## src/rtl/perceptron_trainer.sv

```systemverilog
// Perceptron predictor training stage: decides whether a resolved branch needs
// training and streams saturating row updates plus one bias update to memory.
module perceptron_trainer #(
  parameter int unsigned NUM_TABLES                   = 4,
  parameter int unsigned PERCEPTRON_TABLE_NUM_ENTRIES = 256,
  parameter int unsigned PERCEPTRON_NUM_WEIGHTS       = 8,
  parameter int unsigned PERCEPTRON_WEIGHT_WIDTH      = 8,
  parameter int unsigned BIAS_TABLE_NUM_ENTRIES       = 256,
  parameter int unsigned BIAS_WEIGHT_WIDTH            = 8,
  parameter int unsigned SUM_WIDTH                    = 16,
  parameter int unsigned THETA                        = 30,
  localparam int unsigned IDX_W   = (NUM_TABLES > 1) ? $clog2(NUM_TABLES) : 1,
  localparam int unsigned ADDR_W  = $clog2(PERCEPTRON_TABLE_NUM_ENTRIES),
  localparam int unsigned BADDR_W = $clog2(BIAS_TABLE_NUM_ENTRIES),
  localparam int unsigned NW      = PERCEPTRON_NUM_WEIGHTS,
  localparam int unsigned WW      = PERCEPTRON_WEIGHT_WIDTH,
  localparam int unsigned BW      = BIAS_WEIGHT_WIDTH,
  localparam int unsigned ROW_W   = NW * WW
) (
  input  logic                           clk,
  input  logic                           rst,
  input  logic                           train_valid,
  output logic                           train_ready,
  input  logic                           train_taken,
  input  logic [SUM_WIDTH-1:0]           train_sum,
  input  logic [NUM_TABLES*NW-1:0]       train_history,
  input  logic [NUM_TABLES*ADDR_W-1:0]   train_addrs,
  input  logic [NUM_TABLES*ROW_W-1:0]    train_weights,
  input  logic [BADDR_W-1:0]             train_bias_addr,
  input  logic [BW-1:0]                  train_bias,
  output logic                           write_enable,
  output logic [IDX_W-1:0]               write_table_idx,
  output logic [ADDR_W-1:0]              write_addr,
  output logic [ROW_W-1:0]               write_data,
  output logic                           bias_write_enable,
  output logic [BADDR_W-1:0]             bias_write_addr,
  output logic [BW-1:0]                  bias_write_data,
  output logic [31:0]                    train_count
);

  typedef enum logic {IDLE, UPDATE} state_t;

  localparam logic [WW-1:0]    W_MAX    = {1'b0, {(WW-1){1'b1}}};
  localparam logic [WW-1:0]    W_MIN    = {1'b1, {(WW-1){1'b0}}};
  localparam logic [BW-1:0]    B_MAX    = {1'b0, {(BW-1){1'b1}}};
  localparam logic [BW-1:0]    B_MIN    = {1'b1, {(BW-1){1'b0}}};
  localparam logic [IDX_W-1:0] IDX_LAST = IDX_W'(NUM_TABLES - 1);

  function automatic logic [WW-1:0] step_weight(input logic [WW-1:0] w, input logic up);
    if (up) return (w == W_MAX) ? w : w + WW'(1);
    else    return (w == W_MIN) ? w : w - WW'(1);
  endfunction

  function automatic logic [BW-1:0] step_bias(input logic [BW-1:0] b, input logic up);
    if (up) return (b == B_MAX) ? b : b + BW'(1);
    else    return (b == B_MIN) ? b : b - BW'(1);
  endfunction

  state_t state, state_d;
  logic [IDX_W-1:0] idx, idx_d;

  // Snapshot of the accepted request
  logic                         cap_taken;
  logic [NUM_TABLES*NW-1:0]     cap_history;
  logic [NUM_TABLES*ADDR_W-1:0] cap_addrs;
  logic [NUM_TABLES*ROW_W-1:0]  cap_weights;
  logic [BADDR_W-1:0]           cap_bias_addr;
  logic [BW-1:0]                cap_bias;

  logic                         sum_neg;
  logic [SUM_WIDTH:0]           sum_ext;
  logic [SUM_WIDTH:0]           sum_abs;
  logic                         need_train;
  logic                         accept;

  logic                         src_taken;
  logic [NUM_TABLES*NW-1:0]     src_history;
  logic [NUM_TABLES*ADDR_W-1:0] src_addrs;
  logic [NUM_TABLES*ROW_W-1:0]  src_weights;
  logic [BADDR_W-1:0]           src_bias_addr;
  logic [BW-1:0]                src_bias;

  logic                         ready_d;
  logic                         we_d;
  logic [IDX_W-1:0]             tbl_d;
  logic [ADDR_W-1:0]            addr_d;
  logic [ROW_W-1:0]             data_d;
  logic                         bias_we_d;
  logic [BADDR_W-1:0]           bias_addr_d;
  logic [BW-1:0]                bias_data_d;
  logic [31:0]                  count_d;

  // Training decision; magnitude is one bit wider so the most-negative sum fits
  always_comb begin
    sum_neg    = train_sum[SUM_WIDTH-1];
    sum_ext    = {sum_neg, train_sum};
    sum_abs    = sum_neg ? (~sum_ext + (SUM_WIDTH+1)'(1)) : sum_ext;
    need_train = ((!sum_neg) != train_taken) || (sum_abs <= (SUM_WIDTH+1)'(THETA));
    accept     = train_valid && (state == IDLE);
  end

  // On the accept edge the first writes come straight from the request inputs
  always_comb begin
    src_taken     = accept ? train_taken     : cap_taken;
    src_history   = accept ? train_history   : cap_history;
    src_addrs     = accept ? train_addrs     : cap_addrs;
    src_weights   = accept ? train_weights   : cap_weights;
    src_bias_addr = accept ? train_bias_addr : cap_bias_addr;
    src_bias      = accept ? train_bias      : cap_bias;
  end

  // Next-state and next-output logic
  always_comb begin
    state_d     = state;
    idx_d       = idx;
    we_d        = 1'b0;
    tbl_d       = write_table_idx;
    addr_d      = write_addr;
    data_d      = write_data;
    bias_we_d   = 1'b0;
    bias_addr_d = bias_write_addr;
    bias_data_d = bias_write_data;
    count_d     = train_count;

    unique case (state)
      IDLE: begin
        if (accept && need_train) begin
          state_d = UPDATE;
          idx_d   = '0;
          count_d = train_count + 32'd1;
        end
      end
      UPDATE: begin
        if (idx == IDX_LAST) begin
          state_d = IDLE;
          idx_d   = '0;
        end else begin
          idx_d = idx + IDX_W'(1);
        end
      end
      default: begin
        state_d = IDLE;
        idx_d   = '0;
      end
    endcase

    if (state_d == UPDATE) begin
      we_d  = 1'b1;
      tbl_d = idx_d;
      for (int i = 0; i < int'(NUM_TABLES); i++) begin
        if (idx_d == IDX_W'(i)) begin
          addr_d = src_addrs[i*ADDR_W +: ADDR_W];
          for (int j = 0; j < int'(NW); j++) begin
            data_d[j*WW +: WW] = step_weight(src_weights[(i*NW+j)*WW +: WW],
                                             src_history[i*NW+j] == src_taken);
          end
        end
      end
    end

    if ((state == IDLE) && (state_d == UPDATE)) begin
      bias_we_d   = 1'b1;
      bias_addr_d = src_bias_addr;
      bias_data_d = step_bias(src_bias, src_taken);
    end

    ready_d = (state_d == IDLE);
  end

  // State, snapshot and registered outputs
  always_ff @(posedge clk) begin
    if (rst) begin
      state             <= IDLE;
      idx               <= '0;
      cap_taken         <= 1'b0;
      cap_history       <= '0;
      cap_addrs         <= '0;
      cap_weights       <= '0;
      cap_bias_addr     <= '0;
      cap_bias          <= '0;
      train_ready       <= 1'b1;
      write_enable      <= 1'b0;
      write_table_idx   <= '0;
      write_addr        <= '0;
      write_data        <= '0;
      bias_write_enable <= 1'b0;
      bias_write_addr   <= '0;
      bias_write_data   <= '0;
      train_count       <= '0;
    end else begin
      state             <= state_d;
      idx               <= idx_d;
      if (accept) begin
        cap_taken     <= train_taken;
        cap_history   <= train_history;
        cap_addrs     <= train_addrs;
        cap_weights   <= train_weights;
        cap_bias_addr <= train_bias_addr;
        cap_bias      <= train_bias;
      end
      train_ready       <= ready_d;
      write_enable      <= we_d;
      write_table_idx   <= tbl_d;
      write_addr        <= addr_d;
      write_data        <= data_d;
      bias_write_enable <= bias_we_d;
      bias_write_addr   <= bias_addr_d;
      bias_write_data   <= bias_data_d;
      train_count       <= count_d;
    end
  end

endmodule

```

## config.mk

```make
export PLATFORM = sky130hd
export DESIGN_NAME = perceptron_trainer
export DESIGN_NICKNAME = d
export VERILOG_FILES = /design/src/rtl/perceptron_trainer.sv
export SDC_FILE = /design/constraint.sdc
export NUM_CORES = 2
export LEC_CHECK = 0
export CORE_MARGIN = 2
export CORE_UTILIZATION = 40
export CTS_BUF_LIST = sky130_fd_sc_hd__clkbuf_2
export CTS_CLUSTER_DIAMETER = 60
export DETAILED_ROUTE_END_ITERATION = 8
export PLACE_DENSITY_LB_ADDON = 0.2
export SYNTH_ARGS = -nofsm -noshare
export SYNTH_HDL_FRONTEND = slang
export SYNTH_SLANG_ARGS = --single-unit
```

## constraint.sdc

```tcl
create_clock -name clk -period 4.6 [get_ports clk]
set_clock_uncertainty 0.15 [all_clocks]
set_input_delay 0.92 -clock clk [delete_from_list [all_inputs] [get_ports clk]]
set_output_delay 0.92 -clock clk [all_outputs]
set_load 0.03 [all_outputs]
```

== Word level (Yosys, flattened, before mapping) ==
Index checks and enable logic that the tools add are counted.

* Output and inout bits: 125
* Flip-flop bits (word level): 465
* Logic and storage cells: 324
* Input port bits: 356

* Order comparisons: 1
* Reductions and logical operators: 9
* Equal/unequal tests: 103
* Add/subtract/negate cells: 69
* Muxes and demuxes: 122
* Bitwise gates (word level): 3

{| class="wikitable"
|+ Operators with widths
! cell !! number
|-
| 2-to-1 mux 8 bit || 105
|-
| adder 8 x 1 -> 8 bit (second input constant) || 33
|-
| == test 8 x 7 -> 1 bit (second input constant) || 33
|-
| == test 8 bit (second input constant) || 33
|-
| subtractor 8 x 1 -> 8 bit (second input constant) || 33
|-
| 2-to-1 mux 256 bit || 1
|-
| 2-to-1 mux 64 bit || 4
|-
| 2-to-1 mux 32 bit || 2
|-
| adder 32 x 1 -> 32 bit (second input constant) || 1
|-
| == test 1 bit || 32
|-
| adder 17 x 1 -> 17 bit (second input constant) || 1
|-
| less-or-equal comparator 17 x 5 -> 1 bit (second input constant) || 1
|-
| 2-to-1 mux 17 bit || 1
|-
| inverter 17 bit || 1
|-
| == test 2 bit (second input constant) || 3
|-
| 2-to-1 mux 1 bit || 5
|-
| 2-to-1 mux 2 bit || 2
|-
| case mux 2 bit (2 select lines) || 1
|-
| AND reduction 2 bit || 2
|-
| nonzero test 4 bit || 1
|-
| logical AND 1 bit || 3
|-
| adder 2 x 1 -> 2 bit (second input constant) || 1
|-
| == test 2 x 1 -> 1 bit (second input constant) || 1
|-
| zero test 2 bit || 1
|-
| 5 further kinds || 6
|}

== Longest topological paths before layout ==
* Depth after elaboration: 13
* Depth in mapped cells: 18
* Gate-level depth less buffers: 12

== Least setup slack after synthesis ==
No wires, ideal clock.

* Path kind: input to register
* Start point: in train_valid
* End point: reg write_data[53]
* Buffers on the path: 7
* Stages: 18
* Setup slack: 0.261 ns
* Data arrival time: 4.069 ns
* Library setup time: 0.120 ns
* Cells stage by stage: and2b_1 buf_6 buf_6 buf_8 buf_12 buf_6 buf_6 mux2i_2 inv_1 ha_1 or3b_1 or3b_1 clkbuf_1 nand3_1 xor2_1 a221oi_1 a211oi_1 a211o_1

{| class="wikitable"
|+ RTL lines
! element !! RTL line !! RTL
|-
| from (decl) || 22 || <nowiki>input logic train_valid,</nowiki>
|-
| logical AND 1 bit (*) || 99 || <nowiki>accept = train_valid && (state == IDLE);</nowiki>
|-
| 2-to-1 mux 256 bit (*) || -- ||
|-
| named net src_weights[240] || 79 || <nowiki>logic [NUM_TABLES*ROW_W-1:0] src_weights;</nowiki>
|-
| subtractor 8 x 1 -> 8 bit (tied with other cells) || 51 || <nowiki>else return (w == W_MIN) ? w : w - WW'(1);</nowiki>
|-
| 2-to-1 mux 8 bit (on tied branches) || 51, 50 ||
|-
| 2-to-1 mux 8 bit (*) || 50 || <nowiki>if (up) return (w == W_MAX) ? w : w + WW'(1);</nowiki>
|-
| 2-to-1 mux 64 bit (*) || 151 || <nowiki>if (idx_d == IDX_W'(i)) begin</nowiki>
|-
| to (signal assigned) || 205 || <nowiki>write_data <= data_d;</nowiki>
|-
| to (decl) || 34 || <nowiki>output logic [ROW_W-1:0] write_data,</nowiki>
|}

Mark *: on every way through the listed nets, which the timed path passes. The rest lies on a longest branch. The select of a mux whose other input is x is not followed.
A chain may end at the register's enable or synchronous reset.

== Final worst setup path ==
* Start point: reg write_enable
* End point: out write_enable

{| class="wikitable"
|+ RTL lines
! element !! RTL line !! RTL
|-
| from (decl) || 31 || <nowiki>output logic write_enable,</nowiki>
|-
| from (signal assigned) || 202 || <nowiki>write_enable <= we_d;</nowiki>
|}

No word-level cell between the ends.

==> reports/metrics.yaml <==
critPathMaxFanout: 19
vdd_ir_drop_max_v: 0.000183
clock_latency_ns: 1.32
async_flop_share: 0
tns_ns: 0
required_ns: 3.53
place.gp.congestion: 0.952
drive_gt1_frac: 0.144
dieArea_sq_mm: 0.0854
cts_inserted_buffers: 134
netlist_area_sq_mm: 0.0332
first_iter_violations: 2528
seq_area_frac_synth: 0.275
routedWlPerCell_um: 19.9
p_int_w: 0.00786
drc: 0
drv_slew: 0
antenna_found_initial: 13
grt_max_degree: 145
die_w_um: 292
p_leak_nw: 16.9
status: "completed"
track_usage: 0.277
clkTransAtPathRegs_ns: 0.09
io_buffer_count: 480
synthToLayoutAreaGrowth_pct: 28.5
power.density_mw_per_mm2: 308
switching_share: 0.402
drv_cap: 0
drt-pass1-iter-count: 6
power.share.combinational: 0.417
tightest_slew_ns: 0.951
syn_nets: 4649
grt_pass1_wl_mm: 189
multi_input_area_sq_mm: 0.0226
fin_crit_sh: 0.831
critPathArrivalTime_ns: 2.75
rows: 105
seqCellArea_sq_mm: 0.00913
synth.avg_cell_area_sq_um: 7.93
cts_setup_buffers: 0
finalNetCount: 5419
ant_nets: 0
routed_wl_mm: 122
holdWs_ns: 0.145
dp_hpwl_mm: 92.1
via_count: 35200
rsz0062_at_grt: "false"
ctsHtreeMaxLevel: 4
ys_warn_count: 0
grt_pass1_vias: 33400
cp-start-kind: "flop"
slew_headroom: 0.364
p_seq_frac: 0.338
cts-root-buf: "clkbuf_2"
cts_sinks: 456
cts-resized-gates: 0
fillers: 8038
hold_violations: 0
finalSetupViolCount: 0
start_util: 0.405
die_y_um: 292
rrSetupSlack_ns: 0.87
power_frac_clock: 0.244
power.switching_w: 0.00529
grt_remaining_overflow: 0
tritoncts: "yes"
hold_path_class: "in -> reg"
crit_path_end_kind: "output port"
syn_inst: 4191
synth-seq-cells: 456
pin_count: 481
synthDistinctLibCells: 110
clockBufferDepth: 3
synth_flop_cell: "dfxtp_1"
synth-edff-count: 0
worst-setup-path-type: "reg -> out"
core_area_sq_mm: 0.0821
clock.fmax_ghz: 0.262
via_per_inst: 5.74
fin_crit_ns: 3.82
power by group through the flow:
| stage | clock network (W) | registers, W | logic, W |
|---|---|---|---|
| detailed placement | 0 | 0.00453 | 0.00540 |
| global placement | 0 | 0.00453 | 0.00541 |
| floorplan | 0 | 0.00468 | 0.00319 |
| CTS | 0.00334 | 0.00444 | 0.00545 |
| finish | 0.00322 | 0.00445 | 0.00549 |
| global route | 0.00356 | 0.00448 | 0.00595 |
cells in the mapped netlist (all sizes together), types with 10 or more instances:
cell type	n	area (sq um)
nor4	48	369
nor2	614	2310
nand2	401	1510
and3	32	200
a21o	12	90.1
and2	27	169
dfxtp	456	9130
a21oi	228	1150
nor2b	24	150
a32o	14	140
o221ai	32	280
ha	102	1280
nand3	161	806
a22oi	10	75.1
mux2i	362	3820
o31a	14	123
nor3	134	681
nand3b	39	293
xor2	40	350
or3	49	307
inv	113	424
nand2b	29	181
o21a	13	97.6
buf	92	721
a31oi	57	357
o31ai	34	280
a32oi	19	166
or2	14	87.6
a21boi	10	78.8
a211o	24	210
a211oi	61	458
xnor2	158	1470
o211ai	69	518
o21ai	158	806
a221oi	34	298
a221o	15	150
clkbuf	124	465
o32ai	10	87.6
a311oi	40	350
o22ai	21	131
o311ai	25	219
nor3b	16	145
or4	13	101
mux2	41	462
nand4	74	469
state kept, by name, summed over array words and instances, names as in the netlist, 2 cells and up:
name,cells
bias_write_addr,8
train_count,32
cap_bias,8
bias_write_data,8
idx,2
cap_addrs,32
write_addr,8
cap_history,32
write_table_idx,2
write_data,64
cap_weights,256
repair_timing:
item | CTS | global route
endpoints found under the hold margin | 90 | 0
hold buffers | 32 | 0
setup endpoints to repair | 0 | 0
worst paths after layout:
path | startpoint | to | depth (start not counted)
setup reg to reg | write_enable | write_data[42] | 11
hold / removal | train_addrs[21] | cap_addrs[21] | 3
hold reg to reg | cap_addrs[7] | cap_addrs[7] | 2
setup / recovery | write_enable | write_enable | 2
stage by stage:
stage               total power (W)  utilization  instance area (sq um)  worst slack [ns]  std cells
floorplan                   0.00787            -                  33200             0.261       4191
global placement            0.00994        0.501                  41100            0.0329       5863
detailed placement          0.00993        0.501                  41100           0.00827       5863
CTS                          0.0132        0.519                  42700             0.652       6123
global route                 0.0140        0.520                  42700             0.606       6130
finish                       0.0132        0.520                  42700             0.776       6131
placed cells by master, fill, tap and decap left out, drive strengths merged, types with 69 or more instances in the layout:
master,Yosys,final
a21oi,228,228
buf,92,340
clkbuf,124,192
clkdlybuf4s50,0,478
dfxtp,456,456
ha,102,102
inv,113,118
mux2i,362,362
nand2,401,401
nand3,161,161
nand4,74,74
nor2,614,614
nor3,134,134
o211ai,69,69
o21ai,158,158
xnor2,158,158
area by class of cell:
type                    instances  area share
diodes                          8    0.000469
well taps                    1070      0.0314
repair buffers                850       0.187
multi-input cells            3406       0.529
clock buffers                 192      0.0225
flip-flops and latches        456       0.214
inverters                     113     0.00994
clock inverters                36     0.00613
metal layers:
layer / vias to the layer above / share of wire / GRT usage
li1: 17100 / - / -
met1: 16500 / 0.43 / 0.355
met2: 1241 / 0.46 / 0.452
met3: 276 / 0.063 / 0.0497
met4: 12 / 0.044 / 0.127
met5: - / 0.00072 / 0
worst max-delay path, stage by stage (launching register included):
cell	delay, ns
dfxtp_2	0.37
buf_4	0.38
clkdlybuf4s50_1	0.76
logic make-up (layout without fill, tap and decap cells):
group | count (synthesis) | count (layout) | share of synthesized area
AOI/OAI and AO/OA | 977 | 977 | 0.206
and+or+nand+nor | 1725 | 1725 | 0.249
DFF | 456 | 456 | 0.275
muxes | 404 | 404 | 0.130
other | 0 | 8 | 0
adders and majority gates | 102 | 102 | 0.0384
buffers and inverters | 329 | 1191 | 0.0485
xor gates and xnor gates | 198 | 198 | 0.0547
(Power assumes the default switching activity.)
